==> src/rtl/mul_result_collector.sv <==
// rtl/mul_result_collector.sv - issue credit, latency tracker and result FIFO for the pipelined FP32 multiplier
// Optional sticky exception status register is enabled by defining MUL_STATUS_STICKY_EN.
module mul_result_collector #(
    parameter int LATENCY = 5,
    parameter int DEPTH   = 4
) (
    input  logic        CLK,
    input  logic        RST,
    input  logic        issue_valid,
    output logic        issue_ready,
    output logic        mul_enable,
    input  logic [22:0] Mz,
    input  logic [7:0]  Ez,
    input  logic        Sz,
    input  logic [4:0]  flags_in,
    output logic        res_valid,
    input  logic        res_ready,
    output logic [31:0] res_data,
    output logic [4:0]  res_flags,
    output logic [4:0]  status_flags,
    input  logic        status_clr
);
    localparam int PW = (DEPTH > 1) ? $clog2(DEPTH) : 1;
    localparam int CW = $clog2(DEPTH + 1);

    logic [LATENCY-1:0] vld_q, vld_d;
    logic [PW-1:0]      wr_ptr_q, wr_ptr_d;
    logic [PW-1:0]      rd_ptr_q, rd_ptr_d;
    logic [CW-1:0]      cnt_q, cnt_d;
    logic [CW-1:0]      occ_q, occ_d;
    logic [36:0]        mem_q [DEPTH];
    logic [36:0]        mem_d [DEPTH];
    logic               accept;
    logic               push;
    logic               pop;

    // Credit is judged on the registered count, so a same-cycle pop never frees a slot early.
    assign issue_ready = (occ_q < CW'(DEPTH));
    assign accept      = issue_valid && issue_ready && !RST;
    assign mul_enable  = accept;
    assign push        = vld_q[LATENCY-1];
    assign res_valid   = (cnt_q != '0);
    assign pop         = res_valid && res_ready;

    assign {res_flags, res_data} = res_valid ? mem_q[rd_ptr_q] : 37'd0;

    always_comb begin
        vld_d    = (vld_q << 1) | LATENCY'(accept);
        wr_ptr_d = wr_ptr_q + PW'(push);
        rd_ptr_d = rd_ptr_q + PW'(pop);
        cnt_d    = cnt_q + CW'(push) - CW'(pop);
        occ_d    = occ_q + CW'(accept) - CW'(pop);
        mem_d    = mem_q;
        if (push) begin
            mem_d[wr_ptr_q] = {flags_in, Sz, Ez, Mz};
        end
    end

    always_ff @(posedge CLK) begin
        if (RST) begin
            vld_q    <= '0;
            wr_ptr_q <= '0;
            rd_ptr_q <= '0;
            cnt_q    <= '0;
            occ_q    <= '0;
        end else begin
            vld_q    <= vld_d;
            wr_ptr_q <= wr_ptr_d;
            rd_ptr_q <= rd_ptr_d;
            cnt_q    <= cnt_d;
            occ_q    <= occ_d;
        end
    end

    // Storage needs no reset: the outputs are masked whenever the count is zero.
    always_ff @(posedge CLK) begin
        mem_q <= mem_d;
    end

`ifdef MUL_STATUS_STICKY_EN
    logic [4:0] status_q, status_d;

    always_comb begin
        status_d = status_clr ? 5'b0 : status_q;
        if (pop) begin
            status_d = status_d | res_flags;
        end
    end

    always_ff @(posedge CLK) begin
        if (RST) begin
            status_q <= '0;
        end else begin
            status_q <= status_d;
        end
    end

    assign status_flags = status_q;
`else
    logic unused_status_clr;
    assign unused_status_clr = status_clr;
    assign status_flags      = 5'b0;
`endif

endmodule
==> config.mk <==
export PLATFORM = sky130hd
export DESIGN_NAME = mul_result_collector
export DESIGN_NICKNAME = d
export VERILOG_FILES = /design/src/rtl/mul_result_collector.sv
export SDC_FILE = /design/constraint.sdc
export NUM_CORES = 1
export LEC_CHECK = 0
export CAP_MARGIN = 20
export CORE_ASPECT_RATIO = 1.5
export CORE_MARGIN = 4
export CORE_UTILIZATION = 47
export CTS_CLUSTER_DIAMETER = 120
export DETAILED_ROUTE_END_ITERATION = 10
export PLACE_DENSITY_LB_ADDON = 0.1
export SETUP_SLACK_MARGIN = 0.4
export SYNTH_ARGS = -nofsm -noshare
export SYNTH_HDL_FRONTEND = slang
export SYNTH_SLANG_ARGS = --single-unit
==> constraint.sdc <==
create_clock -name CLK -period 4.6 [get_ports CLK]
set_input_delay 0.69 -clock CLK [delete_from_list [all_inputs] [get_ports CLK]]
set_output_delay 0.69 -clock CLK [all_outputs]
set_load 0.03 [all_outputs]
==> results.sh, run 1 <==
export IMPL_grt_ovfl_total=0
export IMPL_netlist_top_cells_area="edfxtp_1 (71%), mux4_2 (13%), dfxtp_1 (4.8%), and2_1 (3.7%), nor2b_1 (0.99%)"
export IMPL_antenna_left=0
export IMPL_fin_crit_sh_pct=73.2
export IMPL_cp_start_kind="register"
export IMPL_routed_via_count=2941
export IMPL_worstPathRequired_ps=3910
export IMPL_multiInputGateArea_mm2=0.00144
export IMPL_hold_class="reg -> reg"
export IMPL_filler_cell_count=998
export IMPL_cts_made_buffers=17
export IMPL_synthMuxAreaShare_pct=13.8
export IMPL_worst_pin_slew_ps=1090
export IMPL_die_x_um=103
export IMPL_diodes=0
export IMPL_final_seq_area_mm2=0.00475
export IMPL_cp_arrival_ps=2680
export IMPL_coreArea_mm2=0.0131
export IMPL_finalInstanceArea_mm2=0.00779
export IMPL_cts_hold_buffers=0
export IMPL_rows=51
export IMPL_first_iter_violations=130
export IMPL_yosysSeqAreaShare_pct=75.3
export IMPL_cts_path_max_buffers=2
export IMPL_synth_seq_cells=163
export IMPL_final_nets=437
export IMPL_mostFrequentLayoutCell="edfxtp_1"
export IMPL_rsz0062_at_grt="no"
export IMPL_status="finished clean"
export IMPL_initial_utilization_pct=48.2
export IMPL_synth_compound_area_share_pct=0.278
export IMPL_cts_resized=0
export IMPL_die_area_mm2=0.0154
export IMPL_clock_sinks=163
export IMPL_maxCapViolations=0
export IMPL_antenna_found_initial=0
export IMPL_post_cts_setup_buffers=0
export IMPL_tns_ps=0
export IMPL_grt_max_degree=41
export IMPL_yosys_warnings=0
export IMPL_synth_top_family_by_area="multiplexers"
export IMPL_cts_root_buf="clkbuf_16"
export IMPL_hold_violations=0
export IMPL_grt_pass1_wl_um=16900
export IMPL_final_cell_mix="edfxtp_1 (148), clkdlybuf4s50_1 (80), mux4_2 (37), and2_1 (37), clkbuf_16 (17)"
export IMPL_die_y_um=150
export IMPL_placed_cell_area_mm2=0.00723
export IMPL_synth_top_cell_area_share_pct=70.5
export IMPL_clk_latency_ps=410
export IMPL_dr_pass1_iters=4
export IMPL_drive_gt1_share_pct=19.7
export IMPL_postSynthAreaPerCell_um2=20.9
export IMPL_yosysTopAreaCell="edfxtp_1"
export IMPL_cts_tree="built"
export IMPL_timing_rr_start="cnt_q[0]$_SDFF_PP0_"
export IMPL_power_w=0.00421
export IMPL_hpwlAfterDp_um=6070
export IMPL_wl_per_cell_um=18.7
export IMPL_instances_no_fill=561
export IMPL_endpoint_kind="output pin"
export IMPL_period_needed_ps=3370
export IMPL_slew_viol_final=0
export IMPL_synth_xor_area_share_pct=0.874
export IMPL_worstPathMaxFanout=40
export IMPL_setup_viol=0
export IMPL_worstHoldStart="vld_q[2]$_SDFF_PP0_"
export IMPL_syn_area_mm2=0.00630
export IMPL_syn_inst=302
export IMPL_clk_pin_slew_ps=60
export IMPL_synth_fa_ha_area_share_pct=1.43
export IMPL_dp_cells=529
export IMPL_syn_to_final_growth_pct=23.6
export IMPL_ios=87
export IMPL_finClkSkew_ps=8.58
export IMPL_synthSimpleGateAreaFrac_pct=5.94
export IMPL_max_slew_margin_rel_pct=27.2
export IMPL_viasPerCell=5.24
export IMPL_io_buffers=80
export IMPL_globalplace_congestion=0.646
export IMPL_timing_worst_setup_path_type="reg -> out"
export IMPL_grtUsageTotal_pct=15.2
export IMPL_htree_levels=4
export IMPL_clock_fmax_mhz=297
export IMPL_synth_cell_types=27
export IMPL_ir_worst_vdd_v=0.000348
export IMPL_grt_pass1_vias=3198
export IMPL_power_density_mw_per_mm2=541
export IMPL_wl_um=10500
export IMPL_crit_path_start="rd_ptr_q[0]$_SDFF_PP0_"
export IMPL_power_leakage_nw=2.53
export IMPL_drc=0
==> registers in the layout (all words and copies together), names as in the netlist <==
signal / count
cnt_q: 3
mem_q: 148
occ_q: 3
rd_ptr_q: 2
vld_q: 5
wr_ptr_q: 2
==> critical path: stages, from the launching register on <==
cell and delay (ps):
dfxtp_4 890, mux4_2 590, and2_1 180, clkdlybuf4s50_1 590
==> cells in the mapped netlist (all sizes together) <==
cell type  instances
o31a               1
nor3b              3
clkbuf             7
nand2              1
edfxtp           148
o311ai             1
xnor2              1
nor2b             10
nand2b             1
and2              37
mux4              37
and3b              1
mux2               3
buf               12
conb               1
fa                 2
nor2               7
xor3               1
and3               1
xnor3              1
inv                6
or3                1
dfxtp             15
ha                 4
==> cells by family after synthesis <==
group,after synthesis
mux,40
buf+inv,25
simple gates,62
flops,163
fa+ha+maj,6
other cells,1
compound gates,2
xor+xnor,3
==> worst paths after layout <==
check | to | slack, ps | depth (start not counted)
worst max register to register | occ_q[2]$_SDFF_PP0_ | 2630 | 8
worst min register to register | vld_q[3]$_SDFF_PP0_ | 440 | 1
worst max-delay path | res_data[13] | 1230 | 3
worst min-delay path | vld_q[3]$_SDFF_PP0_ | 440 | 1
==> layer usage <==
metal | vias to the layer above | share of wire (%) | wire [um] | GRT usage (%)
met4 | 0 | 0.97 | 102 | 4.92
li1 | 1365 | - | - | -
met3 | 9 | 4.9 | 513 | 5.08
met1 | 1502 | 38 | 4010 | 17.7
met2 | 65 | 56 | 5870 | 26.2
met5 | - | 0 | 0 | 0
==> power by group <==
part / switching (W) / leakage (nW) / total, W / internal, W
combinational: 0.000579 / 0.809 / 0.00116 / 0.000583
clock: 0.000547 / 0.267 / 0.00130 / 0.000751
sequential: 0.000108 / 1.45 / 0.00175 / 0.00165
==> area by class of cell <==
class,count,area share (%)
well taps,159,2.55
clock inverters,14,1.67
repair buffers,83,10.6
inverters,6,0.289
flip-flops and latches,163,61.0
multi-input cells,118,18.5
clock buffers,18,5.51
==> stage by stage <==
stage | util, % | hold WS, ps | setup WS (ps)
floorplan | - | 414 | 963
global placement | 55.3 | 422 | 1380
detailed placement | 55.3 | 428 | 1370
CTS | 59.6 | 440 | 1130
global route | 59.6 | 464 | 1050
finish | 59.6 | 436 | 1230
Power figures use the tool's default switching activity.
==> run 2, diff against run 1 <==
clock period = 3.4 ns   (was 4.6 ns; I/O delays follow)
==> run 2 against run 1 <==
- register-to-register slack got worse by 1200 ps
- clock skew decreased by 3.7 ps
- flip-flop and latch count unchanged
- critical path depth up 1
- worst hold slack gained 7.8 ps
- first-iteration DRC count increased by 3.1%
- die area unchanged
- largest power group unchanged
==> results.sh, run 2 (same netlist as run 1, synthesis figures left out) <==
export IMPL_rsz0062_at_grt="no"
export IMPL_r2r_slack_ps=1470
export IMPL_finClkSkew_ps=4.92
export IMPL_timing_rr_start="cnt_q[0]$_SDFF_PP0_"
export IMPL_power_leakage_nw=2.58
export IMPL_endpoint_kind="output pin"
export IMPL_timing_worst_setup_path_type="reg -> out"
export IMPL_grt_ovfl_total=0
export IMPL_clk_pin_slew_ps=60
export IMPL_grt_pass1_wl_um=16900
export IMPL_power_w=0.00586
export IMPL_hold_violations=0
export IMPL_cts_path_max_buffers=2
export IMPL_hold_path_depth=1
export IMPL_clock_fmax_mhz=349
export IMPL_status="finished clean"
export IMPL_diodes=0
export IMPL_cp_arrival_ps=2360
export IMPL_worst_pin_slew_ps=1030
export IMPL_slew_viol_final=0
export IMPL_max_slew_margin_rel_pct=31.4
export IMPL_tns_ps=0
export IMPL_wl_per_cell_um=19.2
export IMPL_setup_viol=0
export IMPL_globalplace_congestion=0.688
export IMPL_mostFrequentLayoutCell="edfxtp_1"
export IMPL_filler_cell_count=975
export IMPL_drive_gt1_share_pct=20.9
export IMPL_power_density_mw_per_mm2=741
export IMPL_io_buffers=80
export IMPL_routed_via_count=2955
export IMPL_largest_reg_flops=148
export IMPL_grt_max_degree=41
export IMPL_grtUsageTotal_pct=15.1
export IMPL_grt_pass1_vias=3125
export IMPL_antenna_left=0
export IMPL_r2r_end="occ_q[2]$_SDFF_PP0_"
export IMPL_holdWs_ps=444
export IMPL_viasPerCell=5.22
export IMPL_fin_crit_sh_pct=84.3
export IMPL_hold_class="reg -> reg"
export IMPL_cts_root_buf="clkbuf_16"
export IMPL_antenna_found_initial=0
export IMPL_coreArea_mm2=0.0131
export IMPL_ios=87
export IMPL_maxCapViolations=0
export IMPL_hold_path_endpoint="vld_q[3]$_SDFF_PP0_"
export IMPL_final_seq_area_mm2=0.00475
export IMPL_dr_pass1_iters=4
export IMPL_first_iter_violations=134
export IMPL_initial_utilization_pct=48.2
export IMPL_worstPathMaxFanout=20
export IMPL_wl_um=10900
export IMPL_r2r_cells=8
export IMPL_worstHoldStart="vld_q[2]$_SDFF_PP0_"
export IMPL_die_y_um=150
export IMPL_drc=0
export IMPL_syn_to_final_growth_pct=25.5
export IMPL_htree_levels=4
export IMPL_cp_start_kind="register"
export IMPL_cts_made_buffers=17
export IMPL_cts_tree="built"
export IMPL_final_nets=442
export IMPL_clock_sinks=163
export IMPL_post_cts_setup_buffers=0
export IMPL_ir_worst_vdd_v=0.000583
export IMPL_final_cell_mix="edfxtp_1 (148), clkdlybuf4s50_1 (80), mux4_2 (37), and2_1 (37), clkbuf_16 (18)"
export IMPL_period_needed_ps=2870
export IMPL_die_area_mm2=0.0154
export IMPL_worstPathRequired_ps=2890
export IMPL_top_register="mem_q"
export IMPL_clk_latency_ps=400
export IMPL_top_regs="mem_q x148, vld_q x5"
export IMPL_multiInputGateArea_mm2=0.00145
export IMPL_rows=51
export IMPL_hpwlAfterDp_um=6160
export IMPL_die_x_um=103
-- run 2: cell types whose count changed in the layout (fill, tap and decap cells not counted), sizes merged --
cell	delta
clkinvlp	-1
buf	+4
bufinv	+1
clkinv	+1
-- run 2: layout make-up --
type	count	area share (%)
clock buffers	17	5.38
clock inverters	15	1.96
inverters	6	0.285
multi-input cells	118	18.3
flip-flops and latches	163	60.0
well taps	159	2.51
repair buffers	88	11.5
-- run 2: where the power goes --
part | internal [W] | switching [W]
Combinational | 0.000842 | 0.000906
Clock | 0.00109 | 0.000754
Sequential | 0.00222 | 0.0000466
Total | 0.00415 | 0.00171
-- run 2: worst max path at each step --
stage	from	to	slack, ps
finish	rd_ptr_q[0]$_SDFF_PP0_	res_flags[0]	530
global route	rd_ptr_q[0]$_SDFF_PP0_	res_data[19]	450
CTS	rd_ptr_q[1]$_SDFF_PP0_	res_flags[2]	420
detailed placement	cnt_q[0]$_SDFF_PP0_	res_flags[3]	760
global placement	cnt_q[1]$_SDFF_PP0_	res_flags[3]	770
floorplan	RST	occ_q[2]$_SDFF_PP0_	660
-- run 2: what timing repair did --
action                                  CTS  global route
cloned                                    0             1
endpoints found under the setup margin   24            15
gates resized for setup                   1             2
hold buffers                              0             0
-- run 2: worst max-delay path, stage by stage (launching register included) --
cell and delay, ps:
dfxtp_2 410, clkbuf_16 270, mux4_2 510, and2_1 170, clkdlybuf4s50_1 590
-- run 2: stage by stage --
| step | setup slack [ps] | cells | cell area [um^2] | utilization, % |
|---|---|---|---|---|
| after floorplan | 658 | 306 | 6320 | - |
| after global placement | 765 | 533 | 7290 | 55.7 |
| after detailed placement | 759 | 533 | 7290 | 55.7 |
| after CTS | 417 | 565 | 7880 | 60.2 |
| after global routing | 447 | 566 | 7910 | 60.5 |
| final | 533 | 566 | 7910 | 60.5 |
-- run 2: routing by layer --
metal | wire length [um] | vias to the layer above | part of all wire [%] | global-route usage [%]
met1 | 4270 | 1520 | 39 | 19.1
met5 | 0 | - | 0 | 0
met4 | 97 | 0 | 0.89 | 4.73
met3 | 587 | 5 | 5.4 | 4.29
met2 | 5940 | 64 | 54 | 25.0
li1 | - | 1366 | - | -
==> run 3, diff against run 2 <==
clock period = 2.5 ns   (was 3.4 ns; I/O delays follow)
==> run 3 against run 2 <==
- via count grew 3.9%
- first-iteration DRC count decreased by 9.7%
- non-clock buffer count increased by 14
- sequential share of layout area fell by 2.4 points
- sequential power is 37% higher
- critical path depth is 1 higher
- register-to-register slack lost 910 ps
- clock skew grew 3.0 ps
- final area increased by 4.2%
- setup slack lost 340 ps
- combinational power up 62%
- critical endpoint is now res_data[28]
==> results.sh, run 3 (same netlist as run 1, synthesis figures left out) <==
export IMPL_die_y_um=150
export IMPL_viasPerCell=5.29
export IMPL_antenna_found_initial=0
export IMPL_crit_chain="buf_12, buf_16, mux4_2, and2_4, buf_6"
export IMPL_cts_tree="built"
export IMPL_worstPathMaxFanout=6
export IMPL_critical_path_buf_inv_count=3
export IMPL_grt_pass1_vias=3329
export IMPL_die_x_um=103
export IMPL_first_iter_violations=121
export IMPL_hpwlAfterDp_um=7070
export IMPL_die_area_mm2=0.0154
export IMPL_ir_worst_vdd_v=0.000627
export IMPL_worstPathRequired_ps=2120
export IMPL_cts_root_buf="clkbuf_16"
export IMPL_fin_crit_sh_pct=92.4
export IMPL_power_density_mw_per_mm2=1030
export IMPL_dr_pass1_iters=4
export IMPL_timing_worst_setup_path_type="reg -> out"
export IMPL_wl_um=11300
export IMPL_coreArea_mm2=0.0131
export IMPL_antenna_left=0
export IMPL_hold_violations=0
export IMPL_cts_made_buffers=17
export IMPL_max_stage_delay_ps=510
export IMPL_cts_hold_buffers=0
export IMPL_globalplace_congestion=0.709
export IMPL_maxCapViolations=0
export IMPL_path_delay_family="multiplexers"
export IMPL_wl_per_cell_um=19.5
export IMPL_final_nets=456
export IMPL_syn_to_final_growth_pct=30.8
export IMPL_grtUsageTotal_pct=16.2
export IMPL_largest_reg_flops=148
export IMPL_holdWs_ps=434
export IMPL_drive_gt1_share_pct=39.2
export IMPL_clock_fmax_mhz=433
export IMPL_clock_sinks=163
export IMPL_slew_viol_final=0
export IMPL_tns_ps=0
export IMPL_grt_ovfl_total=0
export IMPL_routed_via_count=3069
export IMPL_period_needed_ps=2310
export IMPL_clk_pin_slew_ps=60
export IMPL_diodes=0
export IMPL_io_buffers=80
export IMPL_top_regs="mem_q x148, vld_q x5"
export IMPL_setup_viol=0
export IMPL_grt_pass1_wl_um=17900
export IMPL_status="finished clean"
export IMPL_cp_start_kind="register"
export IMPL_ios=87
export IMPL_htree_levels=4
export IMPL_initial_utilization_pct=48.2
export IMPL_mostFrequentLayoutCell="edfxtp_1"
export IMPL_cp_arrival_ps=1940
export IMPL_power_leakage_nw=2.84
export IMPL_endpoint_kind="output pin"
export IMPL_final_cell_mix="edfxtp_1 (148), clkdlybuf4s50_1 (41), mux4_2 (37)"
export IMPL_clk_latency_ps=420
export IMPL_drc=0
export IMPL_rows=51
export IMPL_slowest_stage="mux4_2"
export IMPL_grt_max_degree=33
export IMPL_hold_class="reg -> reg"
export IMPL_cts_path_max_buffers=2
export IMPL_rsz0062_at_grt="yes"
export IMPL_top_register="mem_q"
export IMPL_finClkSkew_ps=7.94
## run 3: cell types whose count changed in the layout (fill, tap and decap cells not counted), sizes merged
cell           previous run  this run
clkbuf                   18        17
clkinv                    7         5
buf                       7        60
clkdlybuf4s50            80        41
dlygate4sd2               0         1
inv                      10        12
## run 3: where the power goes
group	total [W]	internal [W]	switching, W
registers	0.00310	0.00303	0.0000700
clock network	0.00256	0.00150	0.00107
logic	0.00283	0.00149	0.00135
## run 3: what timing repair did
| action | in CTS | in global routing |
|---|---|---|
| buffers inserted | 5 | 0 |
| endpoints found under the setup margin | 38 | 37 |
| gates cloned | 2 | 0 |
| pin swaps | 7 | 0 |
| resized for setup | 180 | 4 |
| hold endpoints to repair | 0 | 0 |
## run 3: area by class of cell
type | count | area [um^2]
sequential | 163 | 4750
clock inverter | 15 | 171
timing repair buffer | 102 | 1150
tap | 159 | 199
inverter | 6 | 22.5
fill | 941 | 4840
clock buffer | 17 | 425
multi-input combinational | 118 | 1520
## run 3: per-stage QoR
stage	setup WS, ps	cells	util [%]	power, W	instance area, um^2
global placement	147	541	56.4	0.00553	7380
global route	122	580	63.0	0.00889	8250
CTS	168	580	63.0	0.00860	8240
floorplan	418	306	-	0.00467	6350
finish	189	580	63.0	0.00849	8250
detailed placement	131	541	56.4	0.00556	7380
## run 3: worst reg2reg max path, stage by stage (launching register included)
cell and delay [ps]:
dfxtp_1 340, o31a_1 370, ha_1 290, inv_1 50, ha_1 130, inv_1 50, fa_1 360, xnor3_1 200
nor2_1 40
## run 3: path summary, 6_finish.rpt
path	cells after the start	slack, ps	from	to
max	5	190	rd_ptr_q[0]$_SDFF_PP0_	res_data[28]
min	1	430	vld_q[1]$_SDFF_PP0_	vld_q[2]$_SDFF_PP0_
max reg2reg	8	560	cnt_q[0]$_SDFF_PP0_	occ_q[2]$_SDFF_PP0_
min reg2reg	1	430	vld_q[1]$_SDFF_PP0_	vld_q[2]$_SDFF_PP0_
## run 3: layer usage
metal,GRT usage (%),up-vias,share of wire (%)
met3,4.52,13,4.2
met4,5.71,0,1.5
met5,0,-,0
li1,-,1404,-
met1,18.4,1588,38
met2,28.7,64,57
